[src/rtl/pipe_pkg.sv]
// Shared types and constants for the ID-stage branch resolution logic.
// Holds the resolver state encoding and the branch target arithmetic.
package pipe_pkg;

  typedef enum logic [1:0] {
    BR_IDLE     = 2'd0,
    BR_WAIT     = 2'd1,
    BR_REDIRECT = 2'd2
  } br_state_t;

  localparam logic [4:0] REG_ZERO     = 5'd0;
  localparam int         BR_OFS_SHIFT = 2;

  // Word offset relative to the fall-through PC; wraps modulo 2^32.
  function automatic logic [31:0] br_target(input logic [31:0] pc, input logic [15:0] imm);
    logic [31:0] ofs;
    ofs = {{16{imm[15]}}, imm} << BR_OFS_SHIFT;
    return pc + 32'd4 + ofs;
  endfunction

endpackage

[src/rtl/branch_fwd_sel.sv]
// Operand source select for one branch register: zero reg, EX/MEM/WB forward or RF.
// Combinational, 0 cycles; ready=0 means the producer has not yet produced the value.
module branch_fwd_sel
  import pipe_pkg::*;
(
  input  logic [4:0]  src_reg,
  input  logic [31:0] rf_rdata,
  input  logic        ex_wr_en,
  input  logic [4:0]  ex_wr_reg,
  input  logic        mem_wr_en,
  input  logic [4:0]  mem_wr_reg,
  input  logic        mem_is_load,
  input  logic [31:0] mem_result,
  input  logic        wb_wr_en,
  input  logic [4:0]  wb_wr_reg,
  input  logic [31:0] wb_data,
  output logic [31:0] value,
  output logic        ready
);

  // Youngest producer wins; an EX result or a MEM load is not available at ID yet.
  always_comb begin
    value = rf_rdata;
    ready = 1'b1;
    if (src_reg == REG_ZERO) begin
      value = 32'd0;
    end else if (ex_wr_en && (ex_wr_reg == src_reg)) begin
      ready = 1'b0;
    end else if (mem_wr_en && (mem_wr_reg == src_reg)) begin
      value = mem_result;
      ready = ~mem_is_load;
    end else if (wb_wr_en && (wb_wr_reg == src_reg)) begin
      value = wb_data;
    end
  end

endmodule

[src/rtl/branch_resolve_ctrl.sv]
// Resolves beq/bne in ID: stalls on in-flight producers, redirects PC one cycle after a taken decision.
// ext_stall freezes state, target and counters; stall_id is combinational from current inputs.
module branch_resolve_ctrl
  import pipe_pkg::*;
#(
  parameter int CNT_W = 32
) (
  input  logic             clk,
  input  logic             rst_n,
  input  logic             ext_stall,
  input  logic             id_valid,
  input  logic             id_is_branch,
  input  logic             id_cmp_equal,
  input  logic [4:0]       id_rs,
  input  logic [4:0]       id_rt,
  input  logic [31:0]      id_pc,
  input  logic [15:0]      id_imm,
  input  logic [31:0]      rf_rdata1,
  input  logic [31:0]      rf_rdata2,
  input  logic             ex_wr_en,
  input  logic             mem_wr_en,
  input  logic             wb_wr_en,
  input  logic [4:0]       ex_wr_reg,
  input  logic [4:0]       mem_wr_reg,
  input  logic [4:0]       wb_wr_reg,
  input  logic             mem_is_load,
  input  logic [31:0]      mem_result,
  input  logic [31:0]      wb_data,
  output logic             stall_id,
  output logic             flush_id,
  output logic             redirect_valid,
  output logic [31:0]      redirect_pc,
  output logic [CNT_W-1:0] perf_branches,
  output logic [CNT_W-1:0] perf_taken,
  output logic [CNT_W-1:0] perf_stall_cycles
);

  br_state_t   state;
  logic [31:0] a_val, b_val;
  logic        a_rdy, b_rdy;
  logic        br_req, ready, taken, decide;

  branch_fwd_sel u_sel_rs (
    .src_reg     (id_rs),
    .rf_rdata    (rf_rdata1),
    .ex_wr_en    (ex_wr_en),
    .ex_wr_reg   (ex_wr_reg),
    .mem_wr_en   (mem_wr_en),
    .mem_wr_reg  (mem_wr_reg),
    .mem_is_load (mem_is_load),
    .mem_result  (mem_result),
    .wb_wr_en    (wb_wr_en),
    .wb_wr_reg   (wb_wr_reg),
    .wb_data     (wb_data),
    .value       (a_val),
    .ready       (a_rdy)
  );

  branch_fwd_sel u_sel_rt (
    .src_reg     (id_rt),
    .rf_rdata    (rf_rdata2),
    .ex_wr_en    (ex_wr_en),
    .ex_wr_reg   (ex_wr_reg),
    .mem_wr_en   (mem_wr_en),
    .mem_wr_reg  (mem_wr_reg),
    .mem_is_load (mem_is_load),
    .mem_result  (mem_result),
    .wb_wr_en    (wb_wr_en),
    .wb_wr_reg   (wb_wr_reg),
    .wb_data     (wb_data),
    .value       (b_val),
    .ready       (b_rdy)
  );

  assign br_req = id_valid & id_is_branch;
  assign ready  = a_rdy & b_rdy;
  assign taken  = id_cmp_equal ? (a_val == b_val) : (a_val != b_val);
  // The ID slot during REDIRECT is wrong-path, so it never counts or stalls.
  assign decide = (state != BR_REDIRECT) & br_req & ready;

  assign stall_id       = (state != BR_REDIRECT) & br_req & ~ready & rst_n;
  assign redirect_valid = (state == BR_REDIRECT) & rst_n;
  assign flush_id       = redirect_valid;

  always_ff @(posedge clk) begin
    if (!rst_n) begin
      state             <= BR_IDLE;
      redirect_pc       <= 32'd0;
      perf_branches     <= '0;
      perf_taken        <= '0;
      perf_stall_cycles <= '0;
    end else if (!ext_stall) begin
      case (state)
        BR_REDIRECT: state <= BR_IDLE;
        default: begin
          if (!br_req) begin
            state <= BR_IDLE;
          end else if (!ready) begin
            state <= BR_WAIT;
          end else if (taken) begin
            state       <= BR_REDIRECT;
            redirect_pc <= br_target(id_pc, id_imm);
          end else begin
            state <= BR_IDLE;
          end
        end
      endcase

      if (decide && (perf_branches != '1))
        perf_branches <= perf_branches + 1'b1;
      if (decide && taken && (perf_taken != '1))
        perf_taken <= perf_taken + 1'b1;
      if (stall_id && (perf_stall_cycles != '1))
        perf_stall_cycles <= perf_stall_cycles + 1'b1;
    end
  end

endmodule

[config.mk]
export PLATFORM = sky130hd
export DESIGN_NAME = branch_resolve_ctrl
export DESIGN_NICKNAME = d
export VERILOG_FILES = /design/src/rtl/pipe_pkg.sv /design/src/rtl/branch_fwd_sel.sv /design/src/rtl/branch_resolve_ctrl.sv
export SDC_FILE = /design/constraint.sdc
export NUM_CORES = 1
export LEC_CHECK = 0
export BUFFER_PORTS_ARGS = -buffer_cell sky130_fd_sc_hd__clkbuf_2
export CORE_MARGIN = 4
export CORE_UTILIZATION = 53
export DETAILED_ROUTE_END_ITERATION = 8
export MAX_ROUTING_LAYER = met4
export PLACE_DENSITY_LB_ADDON = 0.25
export SYNTH_ARGS = -nofsm -noshare
export SYNTH_HDL_FRONTEND = slang
export SYNTH_HIERARCHICAL = 1
export SYNTH_SLANG_ARGS = --single-unit
[constraint.sdc]
create_clock -name clk -period 4.15 [get_ports clk]
set_clock_uncertainty 0.05 [all_clocks]
set_input_delay 0.83 -clock clk [delete_from_list [all_inputs] [get_ports clk]]
set_output_delay 0.83 -clock clk [all_outputs]
set_load 0.02 [all_outputs]
# --- Word-level counts from Yosys, hierarchy flattened ---
# Index checks and enable logic that the tools add are counted.
op_classes:
  add_sub_neg: 5
  eq_ne: 13
  muxes: 19
  bitwise_logic: 11
  n_reduce_logical: 16
ops:
  columns: ["op", "count"]
  rows:
  - ["$mux W32", 8]
  - ["$add A32 B1 Y32 const B", 3]
  - ["$ne A32 B32 Y1 const B", 3]
  - ["$add A32 B3 Y32 const B", 1]
  - ["$add A32 B32 Y32", 1]
  - ["$eq A32 B32 Y1", 1]
  - ["$ne A32 B32 Y1", 1]
  - ["$eq A5 B5 Y1", 6]
  - ["$logic_and A1 B1 Y1", 10]
  - ["$logic_not A5 Y1", 2]
  - ["$mux W2", 4]
  - ["$and A1 B1 Y1", 7]
  - ["$mux W1", 7]
  - ["$reduce_and A2 Y1", 3]
  - ["$reduce_and A5 Y1", 1]
  - ["$not A1 Y1", 4]
  - ["$eq A2 B2 Y1 const B", 1]
  - ["$ne A2 B2 Y1 const B", 1]
totals:
  reg_bits: 130
  in_bits: 211
  out_inout_bits: 131
  word_cells: 69

# --- Logic depth before layout (Yosys ltp) ---
depth:
  depth_word: 12
  ltp_mapped: 17
  mapped_depth_nobuf: 12

# --- Hierarchy ---
# Netlist, hierarchy kept.
modules_own_cells:
  columns: ["module", "n_inst", "cells_each", "area_each_um2", "seq_area_each_um2"]
  rows:
  - ["branch_resolve_ctrl", 1, 978, 8120.3, 2602.5]
  - ["branch_fwd_sel", 2, 218, 1387.6, 0.0]

# --- Worst setup path after synthesis ---
# OpenSTA, ideal clock, no wires.
synth_timing:
  path_type: "input to register"
  start: "in mem_wr_reg[1]"
  end: "reg perf_taken[26]"
  setup_time_ns: 0.072
  t_arrival_ns: 3.611
  required_time_ns: 4.028
  setup_slack_ns: 0.418
  path_stages: 16
  n_path_buf: 4
  cell_sequence: "xor2_1 nor4_2 and3_1 buf_6 buf_12 nand2_1 a31oi_1 xnor2_1 nand4_1 nor4_2 nand3_1 a21o_1 buf_2 buf_2 nor4_1 mux2i_1"
synth_between:
  elab_chain_len: 10
  word_cells_on_any_way: 24
  cone_classes: "eq/ne (4); mux (13); bitwise (2); reduce/logical (5)"
synth_lines:
  columns: ["element", "line", "rtl"]
  rows:
  - ["start: declaration", "branch_resolve_ctrl.sv:24", "input logic [4:0] mem_wr_reg,"]
  - ["$eq A5 B5 Y1 (*)", "branch_fwd_sel.sv:29", "end else if (mem_wr_en && (mem_wr_reg == src_reg)) begin"]
  - ["$logic_and A1 B1 Y1 (*)", "branch_fwd_sel.sv:29", null]
  - ["$mux W32 (*)", "branch_fwd_sel.sv:29", null]
  - ["$mux W32 (*)", "branch_fwd_sel.sv:27", "end else if (ex_wr_en && (ex_wr_reg == src_reg)) begin"]
  - ["$mux W32 (*)", "branch_fwd_sel.sv:25", "if (src_reg == REG_ZERO) begin"]
  - ["net a_val[23]", "branch_resolve_ctrl.sv:39", "logic [31:0] a_val, b_val;"]
  - ["$ne A32 B32 Y1 / $eq A32 B32 Y1 (equally long branches)", "branch_resolve_ctrl.sv:77", "assign taken = id_cmp_equal ? (a_val == b_val) : (a_val != b_val);"]
  - ["$mux W1 (*)", "branch_resolve_ctrl.sv:77", null]
  - ["$logic_and A1 B1 Y1 (*) (2 in series)", "branch_resolve_ctrl.sv:111", "if (decide && taken && (perf_taken != '1))"]
  - ["$reduce_and A2 Y1 (no line) (*)", null, null]
  - ["end signal: assignment", "branch_resolve_ctrl.sv:112", "perf_taken <= perf_taken + 1'b1;"]
  - ["end: declaration", "branch_resolve_ctrl.sv:34", "output logic [CNT_W-1:0] perf_taken,"]
# The timed path passes the listed nets; every way through them passes the cells marked *.
# A chain may end at the register's enable or synchronous reset.

# --- Final worst setup path ---
layout_timing:
  start: "in id_rs[4]"
  end: "reg perf_taken[17]"
layout_between:
  elab_chain_len: 11
  word_cells_on_any_way: 22
  cone_classes: "eq/ne (5); mux (8); bitwise (2); reduce/logical (7)"
layout_lines:
  columns: ["element", "line", "rtl"]
  rows:
  - ["start: declaration", "branch_resolve_ctrl.sv:14", "input logic [4:0] id_rs,"]
  - ["$eq A5 B5 Y1", "branch_fwd_sel.sv:32", "end else if (wb_wr_en && (wb_wr_reg == src_reg)) begin"]
  - ["$logic_and A1 B1 Y1", "branch_fwd_sel.sv:32", null]
  - ["$mux W32", "branch_fwd_sel.sv:32", null]
  - ["$mux W32", "branch_fwd_sel.sv:29", null]
  - ["$mux W32", "branch_fwd_sel.sv:27", null]
  - ["$mux W32 (*)", "branch_fwd_sel.sv:25", null]
  - ["net a_val[27]", "branch_resolve_ctrl.sv:39", null]
  - ["$ne A32 B32 Y1 / $eq A32 B32 Y1 (equally long branches)", "branch_resolve_ctrl.sv:77", null]
  - ["$mux W1 (*)", "branch_resolve_ctrl.sv:77", null]
  - ["$logic_and A1 B1 Y1 (*) (2 in series)", "branch_resolve_ctrl.sv:111", null]
  - ["$reduce_and A2 Y1 (no line) (*)", null, null]
# Marks and branches as above.

==> impl_metrics.json <==
{
  "grt_remaining_overflow": 0,
  "placed_cells": 1980,
  "drv_cap": 0,
  "routed_wl_mm": 37.4,
  "holdBufCountCts": 0,
  "layout.cells.non_filler": 2015,
  "placed_area_um2": 12900,
  "routed_wire_per_std_cell_um": 18.6,
  "final_design_area_no_fill_um2": 13600,
  "grt_use_total": 0.322,
  "place.port_buffers": 341,
  "cts-buffers-inserted": 17,
  "irDropWorstVdd_mv": 0.191,
  "drive_above_1_share": 0.266,
  "utilization": 0.670,
  "place.gp.congestion": 0.963,
  "htree_num_levels": 4,
  "wire_length_of_the_first_global_routing_pass_mm": 58.0,
  "slew_headroom": 0.293,
  "via_count_of_the_routed_design": 12200,
  "vias_per_cell": 6.08,
  "nets": 2001,
  "initial_core_util": 0.538,
  "cp-start-kind": "input port",
  "grt_max_degree": 101,
  "tritoncts": "done",
  "setup-tns-final_ps": 0,
  "criticalPathCategory": "input port to flop",
  "power.leakage_nw": 5.56,
  "synth_cell_types": 68,
  "pwr-share-seq": 0.347,
  "syn_to_final_growth_pct": 24.4,
  "synth-main-ff-cell": "dfxtp_1",
  "crit_path_max_fanout": 65,
  "drtPass1Iterations": 6,
  "number_of_hold_violations_in_the_final_report": 0,
  "antenna_found_initial": 4,
  "switching_power_mw": 1.13,
  "outcome": "complete, no violations",
  "cts_num_sinks": 130,
  "drv_slew": 0,
  "syn_area_um2": 10900,
  "floorplan.die.height_um": 151,
  "core-area_um2": 20200,
  "postRouteAntennaNets": 0,
  "post_synth.cell_area_avg_um2": 7.71,
  "first_iter_violations": 1009,
  "synthArstFlopShare": 0,
  "power_report.internal_total_mw": 2.53,
  "power.share.combinational": 0.247,
  "cts_buffer_depth": 2,
  "power_density_over_the_cells_nw_per_um2": 270,
  "postSynthNetCount": 1686,
  "placementRows": 52,
  "syn-instance-count": 1414,
  "clk_pin_slew_worst_paths_ps": 60,
  "ys_ff_latch": 130,
  "synth_seq_area_share": 0.239,
  "endpoint_kind": "flop",
  "final-setup-viol-count": 0,
  "ys.warnings.count": 6,
  "worst-endpoint-required_ps": 4440,
  "power.share.clock": 0.407,
  "tmin_final_ps": 3940,
  "drc_errors": 0,
  "worstHoldPathType": "flop to flop",
  "synth_enable_flop_cells": 0,
  "crit_arrival_ps": 4230,
  "dpl.hpwl_mm": 28.1,
  "worst_skew_pair_later_pin_latency_ps": 420,
  "clock.fmax_mhz": 254,
  "power_switching_share": 0.308,
  "grt_setup_unrepaired": "false",
  "floorplan.die.width_um": 151,
  "number_of_global_route_vias_before_repair": 11500,
  "worst_slew_pin_slew_ps": 1060,
  "dieArea_um2": 22900,
  "floorplan.io_pins": 342,
  "clockRootBuffer": "clkbuf_16",
  "min_period_over_period": 0.950
}
[layout make-up]
cell class | instances | area [µm²]
antenna | 4 | 10.0
clock inverter | 14 | 156
tap | 270 | 338
timing repair buffer | 400 | 2260
inverter | 28 | 105
clock buffer | 17 | 425
sequential | 130 | 2600
multi-input combinational | 1152 | 7650
fill | 1742 | 6680
[power groups by stage]
stage	clock network, mW	registers [mW]	logic, mW
finish	1.49	1.27	0.904
CTS	1.51	1.27	0.888
global route	1.56	1.27	0.982
global placement	0	1.30	0.874
detailed placement	0	1.30	0.883
floorplan	0	1.31	0.558
[sequential cells by signal, summed over array words and instances (netlist names)]
register / flops
perf_taken: 32
perf_stall_cycles: 32
state: 2
redirect_pc: 32
perf_branches: 32
[worst max-delay path: stages]
cell and delay [ps]:
clkbuf_2 140, xor2_1 180, nor4_1 430, nand3_2 150, buf_12 210, o21ai_0 180
a31oi_1 70, xnor2_1 240, nand4_1 190, nor4_4 310, nand3_1 160, a21o_2 280
buf_4 140, or4_1 500, a21oi_1 160
[cells in the final DEF (no fill, tap or decap), drive strengths merged, types with 4 or more instances in the layout]
| master | synthesis | layout |
|---|---|---|
| clkbuf | 57 | 358 |
| nand2 | 178 | 178 |
| dfxtp | 130 | 130 |
| o21ai | 100 | 100 |
| nor2 | 90 | 90 |
| xnor2 | 84 | 84 |
| or3 | 78 | 78 |
| a31oi | 65 | 65 |
| o221ai | 62 | 62 |
| ha | 60 | 60 |
| buf | 47 | 59 |
| a21oi | 53 | 53 |
| xor2 | 44 | 44 |
| nor4 | 43 | 43 |
| mux2i | 40 | 40 |
| nand3 | 38 | 38 |
| nand4 | 37 | 37 |
| inv | 28 | 32 |
| nand2b | 27 | 27 |
| nor3 | 22 | 22 |
| and3 | 20 | 20 |
| and4 | 13 | 13 |
| o211ai | 10 | 10 |
| or4 | 9 | 9 |
| a21o | 9 | 9 |
| and2 | 8 | 8 |
| o31ai | 7 | 7 |
| o21bai | 7 | 7 |
| a211oi | 7 | 7 |
| diode | 0 | 4 |
| nor4b | 4 | 4 |
| clkinvlp | 0 | 4 |
| clkinv | 0 | 4 |
[synthesized netlist by cell type (3+ instances only)]
library cell	number	area, µm²
a211oi_1	7	52.6
a21o_1	9	67.6
a21oi_1	53	265
a221oi_1	3	26.3
a31oi_1	65	407
and2_1	7	43.8
and3_1	20	125
and4_1	12	105
buf_1	3	11.3
buf_12	6	120
buf_2	25	125
buf_4	6	45.0
buf_6	7	78.8
clkbuf_1	57	214
dfxtp_1	130	2600
ha_1	60	751
inv_1	28	105
mux2i_1	40	400
nand2_1	178	668
nand2b_1	27	169
nand3_1	37	185
nand4_1	33	206
nand4_2	4	50.1
nor2_1	87	327
nor2b_1	3	18.8
nor3_1	22	110
nor4_1	36	225
nor4_2	7	87.6
nor4b_1	4	35.0
o211ai_1	8	60.1
o21ai_0	95	475
o21ai_1	5	25.0
o21bai_1	7	52.6
o221ai_1	62	543
o31ai_1	7	52.6
or3_1	78	488
or4_1	9	67.6
xnor2_1	84	736
xor2_1	44	385
[metrics by stage]
stage | total power, mW | worst slack (ps) | hold slack, ps
finish | 3.66 | 206 | 400
global route | 3.82 | 9.09 | 429
CTS | 3.66 | 234 | 400
detailed placement | 2.18 | -168 | 392
global placement | 2.17 | -142 | 391
floorplan | 1.87 | 418 | 382
[metal layers]
layer	share of wire	wire, µm	vias to the layer above	track usage
li1	-	-	5894	-
met4	0.037	1370	0	0.127
met1	0.39	14700	5614	0.381
met2	0.49	18400	633	0.545
met5	0	0	-	-
met3	0.080	3000	107	0.0548
[timing repair]
item | in CTS | in global routing
setup buffers | 0 | 0
setup endpoints to repair | 0 | 21
gates resized for setup | 0 | 3
[logic make-up (layout without fill, tap and decap cells)]
kind of cell	count (synthesis)	count (layout)	share of synthesized area
other cells	0	4	0
flops	130	130	0.239
xor+xnor	128	128	0.103
buf+inv	132	459	0.0642
mux	40	40	0.0367
compound gates	345	345	0.206
simple gates	578	578	0.280
fa+ha+maj	61	61	0.0707
[worst paths after layout]
| check | from | end | slack, ps | cells after the start |
|---|---|---|---|---|
| hold / removal | state[1] | state[1] | 400 | 2 |
| hold reg to reg | state[1] | state[1] | 400 | 2 |
| setup reg to reg | perf_taken[6] | perf_taken[17] | 1070 | 8 |
| setup / recovery | id_rs[4] | perf_taken[17] | 210 | 15 |
Power figures use the tool's default switching activity.
